`config.mk`:
```
export PLATFORM = sky130hd
export DESIGN_NAME = bcd_to_binary_flat
export DESIGN_NICKNAME = d
export VERILOG_FILES = /design/src/rtl/bcd_to_binary_if.sv /design/src/rtl/bcd_to_binary.sv /design/src/flat_wrapper.sv
export SDC_FILE = /design/constraint.sdc
export NUM_CORES = 1
export LEC_CHECK = 0
export ABC_AREA = 1
export BUFFER_PORTS_ARGS = -buffer_cell sky130_fd_sc_hd__buf_4
export CORE_MARGIN = 4
export CORE_UTILIZATION = 59
export CTS_BUF_LIST = sky130_fd_sc_hd__clkbuf_8
export DETAILED_ROUTE_END_ITERATION = 10
export HOLD_SLACK_MARGIN = 0.05
export PLACE_DENSITY_LB_ADDON = 0.3
export SYNTH_ARGS = -nofsm -noshare
export SYNTH_HDL_FRONTEND = slang
export SYNTH_SLANG_ARGS = --single-unit
```
`constraint.sdc`:
```
create_clock -name clock -period 2.77 [get_ports clock]
set_clock_uncertainty 0.05 [all_clocks]
set_input_delay 0.1385 -clock clock [delete_from_list [all_inputs] [get_ports clock]]
set_output_delay 0.1385 -clock clock [all_outputs]
set_load 0.05 [all_outputs]
```
`src/rtl/bcd_to_binary_if.sv`:
```
// bcd_to_binary_if: handshake bundle for the packed-BCD to binary converter.
//   in_valid/in_ready/in_bcd     : BCD word input channel (source -> converter)
//   out_valid/out_ready/out_bin/out_err : binary result channel (converter -> consumer)
// Modports: master = the environment driving words and taking results,
//           slave  = the converter itself.
interface bcd_to_binary_if #(
    parameter int unsigned DIGITS = 3,
    parameter int unsigned OUT_W  = 10
);
    logic                  in_valid;
    logic                  in_ready;
    logic [4*DIGITS-1:0]   in_bcd;
    logic                  out_valid;
    logic                  out_ready;
    logic [OUT_W-1:0]      out_bin;
    logic                  out_err;

    modport master (
        output in_valid, in_bcd, out_ready,
        input  in_ready, out_valid, out_bin, out_err
    );

    modport slave (
        input  in_valid, in_bcd, out_ready,
        output in_ready, out_valid, out_bin, out_err
    );
endinterface

```
`src/rtl/bcd_to_binary.sv`:
```
// bcd_to_binary: sequential packed-BCD to unsigned binary converter.
// Consumes one digit per cycle, most significant first, with acc = acc*10 + d.
// Any digit above 9 sets the error flag; the reported binary value is then 0.
// Ports:
//   clock : rising-edge clock
//   reset : asynchronous active-high reset, returns to IDLE with outputs cleared
//   bus   : bcd_to_binary_if.slave (input word handshake + result handshake)
module bcd_to_binary #(
    parameter int unsigned DIGITS = 3,
    parameter int unsigned OUT_W  = 10
) (
    input  logic            clock,
    input  logic            reset,
    bcd_to_binary_if.slave  bus
);
    localparam int unsigned CNT_W = (DIGITS > 1) ? $clog2(DIGITS) : 1;
    localparam logic [CNT_W-1:0] LAST = CNT_W'(DIGITS - 1);

    typedef enum logic [1:0] {IDLE, CONVERT, DONE} state_t;

    state_t              state_q, state_d;
    logic [4*DIGITS-1:0] shift_q;
    logic [OUT_W-1:0]    acc_q;
    logic                err_q;
    logic [CNT_W-1:0]    cnt_q;
    logic [OUT_W-1:0]    bin_q;
    logic                oerr_q;

    logic [3:0]          digit;
    logic [OUT_W-1:0]    acc_step;
    logic                err_step;

    // acc*10 + d kept at OUT_W bits: the upper four bits of the wider
    // intermediate are discarded by truncation anyway, and modular
    // arithmetic gives the same low OUT_W bits.
    always_comb begin
        digit    = shift_q[4*DIGITS-1 -: 4];
        acc_step = (acc_q << 3) + (acc_q << 1) + OUT_W'(digit);
        err_step = err_q | (digit > 4'd9);
    end

    // State register
    always_ff @(posedge clock or posedge reset) begin
        if (reset) state_q <= IDLE;
        else       state_q <= state_d;
    end

    // Next-state logic
    always_comb begin
        state_d = state_q;
        unique case (state_q)
            IDLE:    if (bus.in_valid)   state_d = CONVERT;
            CONVERT: if (cnt_q == LAST)  state_d = DONE;
            DONE:    if (bus.out_ready)  state_d = IDLE;
            default:                     state_d = IDLE;
        endcase
    end

    // Outputs: handshake flags decoded from state, result from registers
    always_comb begin
        bus.in_ready  = (state_q == IDLE) && !reset;
        bus.out_valid = (state_q == DONE);
        bus.out_bin   = bin_q;
        bus.out_err   = oerr_q;
    end

    // Datapath
    always_ff @(posedge clock or posedge reset) begin
        if (reset) begin
            shift_q <= '0;
            acc_q   <= '0;
            err_q   <= 1'b0;
            cnt_q   <= '0;
            bin_q   <= '0;
            oerr_q  <= 1'b0;
        end else begin
            unique case (state_q)
                IDLE: begin
                    if (bus.in_valid) begin
                        shift_q <= bus.in_bcd;
                        acc_q   <= '0;
                        err_q   <= 1'b0;
                        cnt_q   <= '0;
                    end
                end
                CONVERT: begin
                    acc_q   <= acc_step;
                    err_q   <= err_step;
                    shift_q <= shift_q << 4;
                    cnt_q   <= cnt_q + 1'b1;
                    if (cnt_q == LAST) begin
                        bin_q  <= err_step ? '0 : acc_step;
                        oerr_q <= err_step;
                    end
                end
                DONE: begin
                    if (bus.out_ready) begin
                        bin_q  <= '0;
                        oerr_q <= 1'b0;
                    end
                end
                default: ;
            endcase
        end
    end
endmodule

```
`src/flat_wrapper.sv`:
```
// flat-port wrapper written by rule: the top's interface ports become plain ports
module bcd_to_binary_flat 
#(
    parameter int unsigned DIGITS = 3,
    parameter int unsigned OUT_W  = 10
)
  (clock, reset, bus_in_valid, bus_in_bcd, bus_out_ready, bus_in_ready, bus_out_valid, bus_out_bin, bus_out_err);
  bcd_to_binary_if #(.DIGITS(DIGITS), .OUT_W(OUT_W)) bus_i ();
  input  logic clock;
  input  logic reset;
  input wire logic [$bits(bus_i.in_valid)-1:0] bus_in_valid;
  input wire logic [$bits(bus_i.in_bcd)-1:0] bus_in_bcd;
  input wire logic [$bits(bus_i.out_ready)-1:0] bus_out_ready;
  output wire logic [$bits(bus_i.in_ready)-1:0] bus_in_ready;
  output wire logic [$bits(bus_i.out_valid)-1:0] bus_out_valid;
  output wire logic [$bits(bus_i.out_bin)-1:0] bus_out_bin;
  output wire logic [$bits(bus_i.out_err)-1:0] bus_out_err;
  assign bus_i.in_valid = bus_in_valid;
  assign bus_i.in_bcd = bus_in_bcd;
  assign bus_i.out_ready = bus_out_ready;
  assign bus_in_ready = bus_i.in_ready;
  assign bus_out_valid = bus_i.out_valid;
  assign bus_out_bin = bus_i.out_bin;
  assign bus_out_err = bus_i.out_err;
  bcd_to_binary #(.DIGITS(DIGITS), .OUT_W(OUT_W)) u_core (.clock(clock), .reset(reset), .bus(bus_i));
endmodule
```
==> flow_summary.json, run 1 <==
{
  "fin_crit_ns": 2.13,
  "ir_drop_v": 0.000691,
  "grt-ovfl-total": 0,
  "hp-class": "input port to flop",
  "dpl_worst_slack_ns": 0.657,
  "globalplace.congestion": 0.862,
  "drt_iter0_drc": 89,
  "finalMaxSlewViolations": 0,
  "crit_path_max_incr_delay_ns": 0.53,
  "yosys.area_share.simple_pct": 22.9,
  "cp_cell_sequence": "inv_1, fa_1, inv_1, fa_1, nand2_1, nand2_1, nand3b_1, nand3b_1, nand3_1, nand2_1",
  "clk_path_buf_depth": 2,
  "fmax_ghz": 0.469,
  "finalPower_mw": 3.27,
  "syn_avg_cell_area_um2": 8.86,
  "cap_violations": 0,
  "grt_pass1_vias": 1662,
  "firstDrtPassIters": 5,
  "start_util_pct": 63.8,
  "use_met2_pct": 40.1,
  "cts_resized": 0,
  "area.growth.synth_to_final_pct": 21.0,
  "hpwl_um": 3080,
  "worstPathRequired_ns": 2.90,
  "critPathKind": "flop to flop",
  "cts_tree": "built",
  "area.sequential_um2": 926,
  "root_buffer": "clkbuf_8",
  "hold_violations": 0,
  "routed_wirelength_um": 4510,
  "yosys_register_bits": 37,
  "synthAdderAreaFrac_pct": 11.3,
  "slew-limit-headroom_pct": 68.6,
  "layout_common_cells": "nand2_1 (66), dfrtp_1 (37), buf_4 (29)",
  "antenna_cells": 0,
  "final_net_count": 299,
  "ys_seq_area_share_pct": 46.0,
  "crit_path_frequent_cell": "nand2_1",
  "synth.area.mux_share_pct": 0,
  "ys_warn_count": 0,
  "clkTransAtPathRegs_ns": 0.07,
  "leakagePower_nw": 1.32,
  "grt_pass1_wl_um": 7680,
  "rsz0062_at_grt": "no",
  "fill_cells": 245,
  "status": "finished clean",
  "syn_nets": 260,
  "top_usage_layer": "met2",
  "io_pins": 29,
  "worst_pin_slew_ns": 0.472,
  "fin_ws_ns": 0.636,
  "grtUsageTotal_pct": 23.5,
  "port_buffers": 28,
  "synth-compound-area-share_pct": 11.4,
  "post-route-drc-count": 0,
  "multi_input_area_um2": 945,
  "clock_sinks": 37,
  "crit_path_start_kind": "flop",
  "grt_util_met1_pct": 29.3,
  "die_h_um": 66.4,
  "path_max_fanout": 2,
  "antenna_found_initial": 0,
  "core_area_um2": 3150,
  "worstSkewPairLatency_ns": 0.29,
  "wl_per_cell_um": 14.5,
  "whs_ns": 0.0571,
  "pwr_density_cell_nw_per_um2": 1340,
  "end_kind": "flop",
  "cp_slowest_cell": "fa_1",
  "antenna_left": 0,
  "grt_max_degree": 38,
  "vias": 1669,
  "drive_above_1_share_pct": 18.7,
  "row_count": 20,
  "mostFrequentLayoutCell": "nand2_1",
  "viasPerCell": 5.37,
  "finalSetupTns_ns": 0,
  "syn_inst": 227,
  "fin_crit_sh_pct": 77.0,
  "dieWidth_um": 66.4,
  "numCtsBuffers": 5,
  "synthXorXnorAreaFrac_pct": 1.31,
  "setup_viol": 0,
  "cp_data_arrival_time_ns": 2.27,
  "synth_top_family_by_area": "simple AND/OR/NAND/NOR gates",
  "grt_util_met3_pct": 3.91,
  "synth.distinct_cells": 28,
  "synth_area_um2": 2010,
  "cts.htree.levels": 2,
  "dieArea_um2": 4410
}
power by group:
group          switching, mW  internal [mW]
sequential             0.165          0.777
combinational           1.20          0.652
clock                  0.188          0.290
total                   1.55           1.72
path summary, 6_finish.rpt:
check | startpoint | endpoint | slack, ns | cells after the start
setup reg to reg | u_core.acc_q[0] | u_core.bus.out_bin[8] | 0.64 | 10
max in group asynchronous | reset | u_core.err_q | 1.86 | 4
min in group asynchronous | reset | u_core.shift_q[1] | 0.47 | 4
hold / removal | bus_in_bcd[7] | u_core.shift_q[7] | 0.06 | 3
hold reg to reg | u_core.bus.out_bin[5] | u_core.bus.out_bin[5] | 0.43 | 2
setup / recovery | u_core.acc_q[0] | u_core.bus.out_bin[8] | 0.64 | 10
sequential cells by signal (all words and copies together) (netlist names):
register            cells
u_core.shift_q         12
u_core.bus.out_bin     10
u_core.acc_q            9
u_core.cnt_q            2
u_core.state_q          2
u_core.bus.out_err      1
u_core.err_q            1
worst max-delay path, delay by kind of cell, from the launching register on:
| kind | cells | cell delay (ns) |
|---|---|---|
| adder cells (fa/ha/maj) | 2 | 0.99 |
| AND/OR/NAND/NOR | 6 | 0.50 |
| flip-flops | 1 | 0.35 |
| buffers and inverters | 2 | 0.14 |
metal layers:
layer,routed length [um],vias to the layer above
met1,1990,807
met5,0,-
met2,2300,39
met4,81,0
met3,136,9
li1,-,814
area by class of cell:
class / instances / area share [%]
multi-input combinational: 158 / 38.8
sequential: 37 / 38.0
timing repair buffer: 35 / 11.4
inverter: 29 / 4.68
clock buffer: 6 / 3.39
tap: 44 / 2.26
clock inverter: 2 / 1.39
Yosys cell counts, drive strengths merged:
master	instances	area share (%)
fa	2	2.0
nor2	15	4.4
a21oi	2	0.50
o22ai	5	1.6
dfrtp	37	46
ha	15	9.3
o31ai	1	0.37
nor3	1	0.25
nand3b	4	1.5
a22o	4	1.7
o21ai	26	6.8
or2	2	0.62
nand2	69	14
buf	3	1.4
inv	29	5.7
xor2	1	0.44
nand3	8	2.0
a22oi	1	0.37
xnor2	2	0.87
kinds of logic (layout without fill, tap and decap cells):
logic type | Yosys count | after routing
XOR/XNOR | 3 | 3
flip-flops | 37 | 37
AO/OA/AOI/OAI | 39 | 39
adder cells (fa/ha/maj) | 17 | 17
AND/OR/NAND/NOR | 99 | 99
buffers and inverters | 32 | 72
what timing repair did:
action / in CTS / in global routing
hold buffers: 6 / 0
endpoints found under the setup margin: 0 / 0
endpoints found under the hold margin: 42 / 0
buffers inserted: 0 / 0
through the flow:
| stage | instance area (um2) | utilization, % | std cells |
|---|---|---|---|
| after CTS | 2430 | 77.2 | 311 |
| after global placement | 2260 | 71.6 | 297 |
| after detailed placement | 2260 | 71.6 | 297 |
| final | 2430 | 77.2 | 311 |
| after global routing | 2430 | 77.2 | 311 |
| after floorplan | 2010 | - | 227 |
No activity file was read; power rests on OpenSTA's default activity.
==> run 2, diff against run 1 <==
--- a/config.mk
+++ b/config.mk
@@ -8,7 +8,7 @@
 export ABC_AREA = 1
 export BUFFER_PORTS_ARGS = -buffer_cell sky130_fd_sc_hd__buf_4
 export CORE_MARGIN = 4
-export CORE_UTILIZATION = 59
+export CORE_UTILIZATION = 53
 export CTS_BUF_LIST = sky130_fd_sc_hd__clkbuf_8
 export DETAILED_ROUTE_END_ITERATION = 10
 export HOLD_SLACK_MARGIN = 0.05
==> constraint.sdc (replaced) <==
create_clock -name clock -period 1.9 [get_ports clock]
set_clock_uncertainty 0.05 [all_clocks]
set_input_delay 0.095 -clock clock [delete_from_list [all_inputs] [get_ports clock]]
set_output_delay 0.095 -clock clock [all_outputs]
set_load 0.05 [all_outputs]
==> flow_summary.json, run 2 (synthesis results as in run 1) <==
{
  "status": "finished, violations left",
  "violations": "negative setup slack",
  "pwr_density_cell_nw_per_um2": 1990,
  "fin_crit_ns": 2.06,
  "core_area_um2": 3660,
  "clkTransAtPathRegs_ns": 0.07,
  "row_count": 22,
  "combPwrFrac_pct": 60.9,
  "ff2ff_setup_slack_ns": -0.16,
  "hp-class": "input port to flop",
  "stdcell_count": 334,
  "grtUsageTotal_pct": 21.2,
  "internal_power_mw": 2.82,
  "netSwitchingFraction_pct": 46.7,
  "firstDrtPassIters": 5,
  "largest_register_ffs": 12,
  "cap_violations": 0,
  "switchingPower_mw": 2.47,
  "worstSkewPairLatency_ns": 0.28,
  "dieWidth_um": 69.6,
  "fmax_ghz": 0.486,
  "antenna_left": 0,
  "end_kind": "flop",
  "top_register": "u_core.shift_q",
  "drt_iter0_drc": 84,
  "io_pins": 29,
  "hold_violations": 0,
  "post-route-drc-count": 0,
  "path_max_fanout": 2,
  "antenna_cells": 0,
  "leakagePower_nw": 1.42,
  "grt-ovfl-total": 0,
  "postPlaceCellArea_um2": 2320,
  "clock_sinks": 37,
  "worst_pin_slew_ns": 0.463,
  "rsz0062_at_grt": "yes",
  "grt_max_degree": 38,
  "hpwl_um": 3040,
  "ir_drop_v": 0.00103,
  "critPathKind": "flop to flop",
  "vias": 1733,
  "grt_pass1_vias": 1804,
  "layout_common_cells": "nand2_1 (60), buf_4 (41), dfrtp_1 (37)",
  "slew-limit-headroom_pct": 69.1,
  "routed_wirelength_um": 4820,
  "globalplace.congestion": 0.873,
  "cp_data_arrival_time_ns": 2.23,
  "setup_viol": 11,
  "clk_path_buf_depth": 2,
  "final_net_count": 318,
  "wl_per_cell_um": 14.4,
  "die_h_um": 69.6,
  "dieArea_um2": 4850,
  "power_frac_seq_pct": 25.9,
  "mostFrequentLayoutCell": "nand2_1",
  "cts.htree.levels": 2,
  "crit_path_start_kind": "flop",
  "root_buffer": "clkbuf_8",
  "start_util_pct": 55.0,
  "port_buffers": 28,
  "worstPathRequired_ns": 2.07,
  "p_clk_share_pct": 13.2,
  "numCtsBuffers": 5,
  "area.growth.synth_to_final_pct": 32.1,
  "utilization_pct": 72.6,
  "cts_tree": "built",
  "post-place-cells": 309,
  "grt_pass1_wl_um": 8240,
  "finalPower_mw": 5.28,
  "fin_crit_sh_pct": 108,
  "fin_ws_ns": -0.156,
  "viasPerCell": 5.19,
  "antenna_found_initial": 0,
  "fin_area_um2": 2660,
  "finalMaxSlewViolations": 0,
  "drive_above_1_share_pct": 27.3
}
==> run 2: stage by stage <==
stage / setup TNS [ns] / hold WS [ns] / worst slack [ns]
global placement: -0.318 / 0.195 / -0.0625
global route: -2.32 / 0.0616 / -0.266
CTS: -0.580 / 0.0614 / -0.0920
floorplan: 0 / 0.142 / 0.00193
detailed placement: -0.719 / 0.198 / -0.126
finish: -1.14 / 0.0600 / -0.156
==> run 2: power by group through the flow <==
stage               clock, mW  combinational [mW]  sequential [mW]
floorplan                   0                1.83             1.60
global placement            0                2.74             1.36
detailed placement          0                2.81             1.37
CTS                     0.701                3.07             1.36
global route            0.739                3.57             1.41
finish                  0.700                3.22             1.37
==> run 2: path summary, 6_finish.rpt <==
check,startpoint,to,depth (start not counted)
min in group asynchronous,reset,u_core.state_q[0],4
hold reg to reg,u_core.bus.out_bin[9],u_core.bus.out_bin[9],2
hold / removal,bus_in_bcd[4],u_core.shift_q[4],3
max in group asynchronous,reset,u_core.bus.out_bin[7],4
setup reg to reg,u_core.acc_q[0],u_core.bus.out_bin[8],11
setup / recovery,u_core.acc_q[0],u_core.bus.out_bin[8],11
==> run 2: per-layer routing <==
metal	routed length (um)	track usage [%]
met5	0	0
met1	1840	25.0
met2	2640	39.3
met4	120	5.74
met3	215	3.77
==> run 2: layout make-up <==
class / count / area [um2]
clock buffer: 6 / 82.6
fill: 267 / 1000
timing repair buffer: 54 / 438
multi-input combinational: 158 / 1000
clock inverter: 2 / 33.8
sequential: 37 / 926
tap: 48 / 60.1
inverter: 29 / 114
==> run 2: timing repair <==
action,CTS,global route
endpoints found under the hold margin,49,0
pin swaps,11,7
hold buffers,13,0
gates resized for setup,9,8
setup buffers,3,1
setup endpoints to repair,11,13
==> run 2: critical path, stage by stage (launching register included) <==
cell and delay, ns:
dfrtp_1 0.36, inv_2 0.05, fa_1 0.55, inv_2 0.05
fa_2 0.36, nand2_2 0.08, nand2_2 0.07, nand3b_1 0.12
nand2_1 0.08, nand2_1 0.08, nand3_1 0.09, nand2_1 0.06
